## config.mk

```make
export PLATFORM = sky130hd
export DESIGN_NAME = lsu_mem_stage
export DESIGN_NICKNAME = d
export VERILOG_FILES = /design/src/rtl/lsu_pkg.sv /design/src/rtl/lsu_lane_align.sv /design/src/rtl/lsu_mem_stage.sv
export SDC_FILE = /design/constraint.sdc
export NUM_CORES = 1
export LEC_CHECK = 0
export BUFFER_PORTS_ARGS = -buffer_cell sky130_fd_sc_hd__buf_2
export CAP_MARGIN = 40
export CORE_MARGIN = 2
export CORE_UTILIZATION = 25
export CTS_CLUSTER_DIAMETER = 200
export CTS_CLUSTER_SIZE = 20
export DETAILED_ROUTE_END_ITERATION = 8
export HOLD_SLACK_MARGIN = 0.03
export PLACE_DENSITY = 0.48
export SLEW_MARGIN = 25
export SYNTH_ARGS = -nofsm -noshare
export SYNTH_HDL_FRONTEND = slang
export SYNTH_HIERARCHICAL = 1
export SYNTH_SLANG_ARGS = --single-unit
export TNS_END_PERCENT = 5
```

## constraint.sdc

```tcl
create_clock -name clk -period 3 [get_ports clk]
set_input_delay 0.6 -clock clk [delete_from_list [all_inputs] [get_ports clk]]
set_output_delay 0.6 -clock clk [all_outputs]
set_load 0.01 [all_outputs]
```

## src/rtl/lsu_pkg.sv

```systemverilog
// Shared types and lane helpers for the MEM-stage load/store unit.
// Used by lsu_mem_stage and lsu_lane_align.
package lsu_pkg;

    typedef enum logic [2:0] {
        ST_IDLE  = 3'd0,
        ST_RD    = 3'd1,
        ST_CAP   = 3'd2,
        ST_MERGE = 3'd3,
        ST_WR    = 3'd4
    } lsu_state_t;

    localparam logic [1:0] SZ_BYTE = 2'b00;
    localparam logic [1:0] SZ_HALF = 2'b01;
    localparam logic [1:0] SZ_WORD = 2'b10;

    function automatic logic is_subword(input logic [1:0] size);
        return (size == SZ_BYTE) || (size == SZ_HALF);
    endfunction

    // Size 2'b11 is handled as a word, so it shares the word alignment rule.
    function automatic logic is_misaligned(input logic [1:0] size, input logic [1:0] lo);
        case (size)
            SZ_BYTE: return 1'b0;
            SZ_HALF: return lo[0];
            default: return lo != 2'b00;
        endcase
    endfunction

    function automatic logic [7:0] byte_sel(input logic [31:0] word, input logic [1:0] lane);
        return word[8*lane +: 8];
    endfunction

    function automatic logic [15:0] half_sel(input logic [31:0] word, input logic hi);
        return hi ? word[31:16] : word[15:0];
    endfunction

endpackage

```

## src/rtl/lsu_lane_align.sv

```systemverilog
// Combinational lane logic: little-endian load extract with sign/zero extension,
// and sub-word store merge into a previously read memory word.
module lsu_lane_align
    import lsu_pkg::*;
(
    input  logic [31:0] word,
    input  logic [1:0]  addr_lo,
    input  logic [1:0]  size,
    input  logic        is_unsigned,
    input  logic [31:0] store_data,
    output logic [31:0] load_data,
    output logic [31:0] merge_data
);

    logic [7:0]  lane_byte;
    logic [15:0] lane_half;

    always_comb begin
        lane_byte = byte_sel(word, addr_lo);
        lane_half = half_sel(word, addr_lo[1]);
        load_data = word;
        case (size)
            SZ_BYTE: load_data = {{24{~is_unsigned & lane_byte[7]}}, lane_byte};
            SZ_HALF: load_data = {{16{~is_unsigned & lane_half[15]}}, lane_half};
            default: load_data = word;
        endcase
    end

    // Each byte lane independently picks store data or keeps the old memory byte.
    generate
        for (genvar gi = 0; gi < 4; gi++) begin : g_lane
            localparam logic [1:0] LANE = 2'(gi);
            logic hit_byte;
            logic hit_half;
            assign hit_byte = (size == SZ_BYTE) && (addr_lo == LANE);
            assign hit_half = (size == SZ_HALF) && (addr_lo[1] == LANE[1]);
            assign merge_data[8*gi +: 8] =
                hit_byte          ? store_data[7:0] :
                hit_half          ? store_data[8*(gi%2) +: 8] :
                is_subword(size)  ? word[8*gi +: 8] :
                                    store_data[8*gi +: 8];
        end
    endgenerate

endmodule

```

## src/rtl/lsu_mem_stage.sv

```systemverilog
// MEM-stage load/store unit: whole-word memory accesses, RMW for sub-word stores.
// Optional misaligned-access trap when LSU_MISALIGN_TRAP_EN is defined.
module lsu_mem_stage
    import lsu_pkg::*;
#(
    parameter int ADDR_W = 32
) (
    input  logic              clk,
    input  logic              rst_n,
    input  logic              req_valid,
    output logic              req_ready,
    input  logic              req_we,
    input  logic [1:0]        req_size,
    input  logic              req_unsigned,
    input  logic [ADDR_W-1:0] req_addr,
    input  logic [31:0]       req_wdata,
    output logic              resp_valid,
    output logic [31:0]       resp_rdata,
    output logic [ADDR_W-1:0] mem_address,
    output logic [31:0]       mem_writeData,
    output logic              mem_memRead,
    output logic              mem_memWrite,
    input  logic [31:0]       mem_readdata
`ifdef LSU_MISALIGN_TRAP_EN
    ,
    output logic              misalign
`endif
);

    lsu_state_t        state_reg;
    logic [ADDR_W-1:0] addr_reg;
    logic              we_reg;
    logic [1:0]        size_reg;
    logic              uns_reg;
    logic [31:0]       wdata_reg;
    logic [31:0]       wbuf_reg;
    logic              resp_valid_reg;
    logic [31:0]       resp_rdata_reg;
    logic [31:0]       load_data;
    logic [31:0]       merge_data;
    logic              trap_accept;

`ifdef LSU_MISALIGN_TRAP_EN
    logic misalign_reg;
    assign trap_accept = is_misaligned(req_size, req_addr[1:0]);
    assign misalign    = misalign_reg;
`else
    assign trap_accept = 1'b0;
`endif

    lsu_lane_align u_lane_align (
        .word        (mem_readdata),
        .addr_lo     (addr_reg[1:0]),
        .size        (size_reg),
        .is_unsigned (uns_reg),
        .store_data  (wdata_reg),
        .load_data   (load_data),
        .merge_data  (merge_data)
    );

    // Strobes decode straight from state so an async reset drops them at once.
    assign req_ready     = (state_reg == ST_IDLE);
    assign mem_memRead   = (state_reg == ST_RD);
    assign mem_memWrite  = (state_reg == ST_WR);
    assign mem_address   = {addr_reg[ADDR_W-1:2], 2'b00};
    assign mem_writeData = wbuf_reg;
    assign resp_valid    = resp_valid_reg;
    assign resp_rdata    = resp_rdata_reg;

    always_ff @(posedge clk or negedge rst_n) begin
        if (!rst_n) begin
            state_reg      <= ST_IDLE;
            addr_reg       <= '0;
            we_reg         <= 1'b0;
            size_reg       <= 2'b00;
            uns_reg        <= 1'b0;
            wdata_reg      <= '0;
            wbuf_reg       <= '0;
            resp_valid_reg <= 1'b0;
            resp_rdata_reg <= '0;
`ifdef LSU_MISALIGN_TRAP_EN
            misalign_reg   <= 1'b0;
`endif
        end else begin
            resp_valid_reg <= 1'b0;
            case (state_reg)
                ST_IDLE: begin
                    if (req_valid) begin
                        addr_reg  <= req_addr;
                        we_reg    <= req_we;
                        size_reg  <= req_size;
                        uns_reg   <= req_unsigned;
                        wdata_reg <= req_wdata;
`ifdef LSU_MISALIGN_TRAP_EN
                        misalign_reg <= trap_accept;
`endif
                        if (trap_accept) begin
                            resp_valid_reg <= 1'b1;
                        end else if (req_we && !is_subword(req_size)) begin
                            wbuf_reg  <= req_wdata;
                            state_reg <= ST_WR;
                        end else begin
                            state_reg <= ST_RD;
                        end
                    end
                end
                ST_RD: begin
                    state_reg <= we_reg ? ST_MERGE : ST_CAP;
                end
                ST_CAP: begin
                    resp_rdata_reg <= load_data;
                    resp_valid_reg <= 1'b1;
                    state_reg      <= ST_IDLE;
                end
                ST_MERGE: begin
                    wbuf_reg  <= merge_data;
                    state_reg <= ST_WR;
                end
                ST_WR: begin
                    resp_valid_reg <= 1'b1;
                    state_reg      <= ST_IDLE;
                end
                default: state_reg <= ST_IDLE;
            endcase
        end
    end

endmodule

```

==> run summary <==
Final setup slack of the worst path: 0.417 ns
Core footprint: 28800 um^2
Starting Density: 25.5%
Non-Filler Cell Area, Final: 9060 um^2
All-layer global routing usage: 14.8%
Worst voltage drop across the vdd grid: 0.000412 V
Maximum buffer depth of the clock tree: 2
Number of violations of the max-capacitance limit: 0
Number of sinks on the clock net: 136
Post-route fraction of the period consumed by the critical path: 86.1%
Place WS: 0.445 ns
Combinational family with the most area after synthesis: multiplexers
Post-route insts no fill: 1141
Post-layout min period: 2.58 ns
Setup repair after global routing missed its margin: false
Total standard cell area after synthesis: 7340 um^2
Total Die Area: 30800 um^2
Routed Antenna Nets: 0
Vias per Instance: 4.63
Post-place instance area: 8480 um^2
Number of design rule violations left after detail routing: 0
Number of distinct library cells after synthesis: 40
Number of iterations in the first detailed-routing pass: 5
Post-synthesis share of cell area spent on and, or, nand and nor gates: 6.87%
CP Max Fanout: 16
Placed cell count: 1108
Proportion of register bits with asynchronous set or reset after synthesis: 100%
Share of layout cells above drive strength 1: 59.4%
Leakage: 4.19 nW
Critical Path Source Type: flip-flop
Total global routing overflow: 0
TNS Setup: 0 ns
Required @ worst endpoint: 3.30 ns
Power density cells: 1150 nW/um^2
Hold-fix buffers, CTS: 0
Highest Clock Rate: 0.387 GHz
Relative slew slack: 44.7%
Total setup buffers inserted after CTS: 0
Final-report setup violation count: 0
Final Wtd Congestion: 0.768
Average cell area after synthesis: 12.6 um^2
Mux share of post-synthesis cell area: 32.7%
Post-synthesis share of cell area spent on full adders, half adders and majority gates: 0%
Final core utilization: 31.5%
Number of warnings printed during yosys synthesis: 6
Largest net degree at the start of global routing: 58
Final-report max-slew violation count: 0
Beginning of the critical path: size_reg[1]$_DFFE_PN0P_
Path type of the worst min-delay path: in2async
Initial DRC count: 306
Share of the synthesized netlist area taken by xor and xnor gates: 0%
Die Wd: 175 um
Synth Instances: 584
Flip-flop and latch count after synthesis: 136
Status: completed
Wire length of the first global-routing pass: 33.8 mm
Worst path arrival time: 2.88 ns
TritonCTS Buffers: 17
Initial antenna violation count: 2
Worst hold slack after final layout: 0.149 ns
Clock transition at the registers of the reported paths: 0.07 ns
Net count reported at finish: 846
Origin of the critical flop-to-flop path: size_reg[1]$_DFFE_PN0P_
Total power draw: 10.4 mW
Number of synthesized flops with an enable pin: 0
Number of hold violations in the final report: 0
Number of port buffers: 200
Row count: 62
Compound-gate portion of the synthesized area: 6.73%
Library cell used as clock root buffer: clkbuf_16
Post-synthesis sequential area ratio: 46.3%
Post-detail-place hpwl: 16.5 mm
Via count of the first global-routing pass: 5200
Cells on worst reg2reg path: 5
Vias: 5286
Area growth from synthesis to final layout: 23.4%
Resize count post-CTS: 0
Final setup skew: 0.0129 ns
Clock network latency to the later pin of the worst-skew pair: 0.42 ns
Detailed Route WL: 22.8 mm
Die H: 175 um
Number of H-tree levels: 4
Leading register cell type out of synthesis: dfrtp_1
Fillers: 2986
Pin slew with the least headroom to its limit: 0.830 ns
Number of top-level pins: 203
CP endpoint kind: flip-flop
TritonCTS clock tree: built
Worst setup path category: reg2reg
Routed wire length per instance: 20.0 um
[placed cells by master (no fill, tap or decap), types with 2 or more instances in the layout]
master,synthesis,final
nor3b_2,2,3
and3b_1,8,8
nor3_1,3,3
a22oi_1,18,18
buf_2,14,199
a21oi_1,9,9
bufinv_16,0,3
o221a_2,6,6
nand3_1,18,18
inv_1,4,4
clkbuf_1,16,6
mux2_4,29,29
mux2i_1,14,14
conb_1,1,2
buf_4,36,12
buf_12,3,2
clkbuf_16,0,17
mux2_2,162,162
clkinv_2,0,3
nor2b_1,3,3
nand2_1,34,34
nor2_1,8,8
dfrtp_1,136,135
nor3b_1,5,4
a31oi_1,16,16
o22ai_1,8,8
o21ai_0,10,10
[cell families after synthesis]
family          after synthesis
buf+inv                      80
other cells                   1
mux                         205
compound gates               71
flops                       136
simple gates                 91
[layout make-up]
cell class,instances,area [um^2],share of cell area [%]
multi-input cells,369,3410,37.6
flip-flops and latches,136,3400,37.6
repair buffers,215,1160,12.9
well taps,384,480,5.30
clock buffers,24,462,5.10
clock inverters,8,121,1.34
inverters,4,15.0,0.166
diodes,1,2.50,0.0276
[cells in the mapped netlist, types with 9 or more instances]
library cell  instances  area [um^2]
a21oi_1               9         45.0
a22oi_1              18          135
a31oi_1              16          100
buf_2                14         70.1
buf_4                36          270
clkbuf_1             16         60.1
dfrtp_1             136         3400
mux2_2              162         1820
mux2_4               29          435
mux2i_1              14          140
nand2_1              34          128
nand3_1              18         90.1
o21ai_0              10         50.1
[power breakdown]
group	switching, mW	internal (mW)	total [mW]
registers	0.680	2.77	3.45
clock network	0.826	1.33	2.15
logic	2.30	2.52	4.82
total	3.81	6.62	10.4
[worst max-delay path, stage by stage, from the launching register on]
cell and delay [ns]:
dfrtp_2 0.52, nor2b_1 0.60, nand2_2 0.43, mux2_2 0.39
mux2_2 0.26, mux2_4 0.25
[per-layer routing]
layer | up-vias | share of wire, % | global-route usage (%)
met1 | 2657 | 46 | 20.4
met3 | 17 | 6.9 | 4.18
li1 | 2403 | - | -
met4 | 2 | 1.6 | 4.79
met5 | - | 0.053 | 0
met2 | 207 | 45 | 22.4
[final timing paths]
path | end | slack, ns
max in group asynchronous | addr_reg[10]$_DFFE_PN0P_ | 2.08
setup reg to reg | mem_writeData[22]$_DFFE_PN0P_ | 0.42
hold / removal | resp_rdata[20]$_DFFE_PN0N_ | 0.15
setup / recovery | mem_writeData[22]$_DFFE_PN0P_ | 0.42
hold reg to reg | addr_reg[9]$_DFFE_PN0P_ | 0.50
min in group clk | addr_reg[25]$_DFFE_PN0P_ | 0.41
No activity file was read; power rests on OpenSTA's default activity.
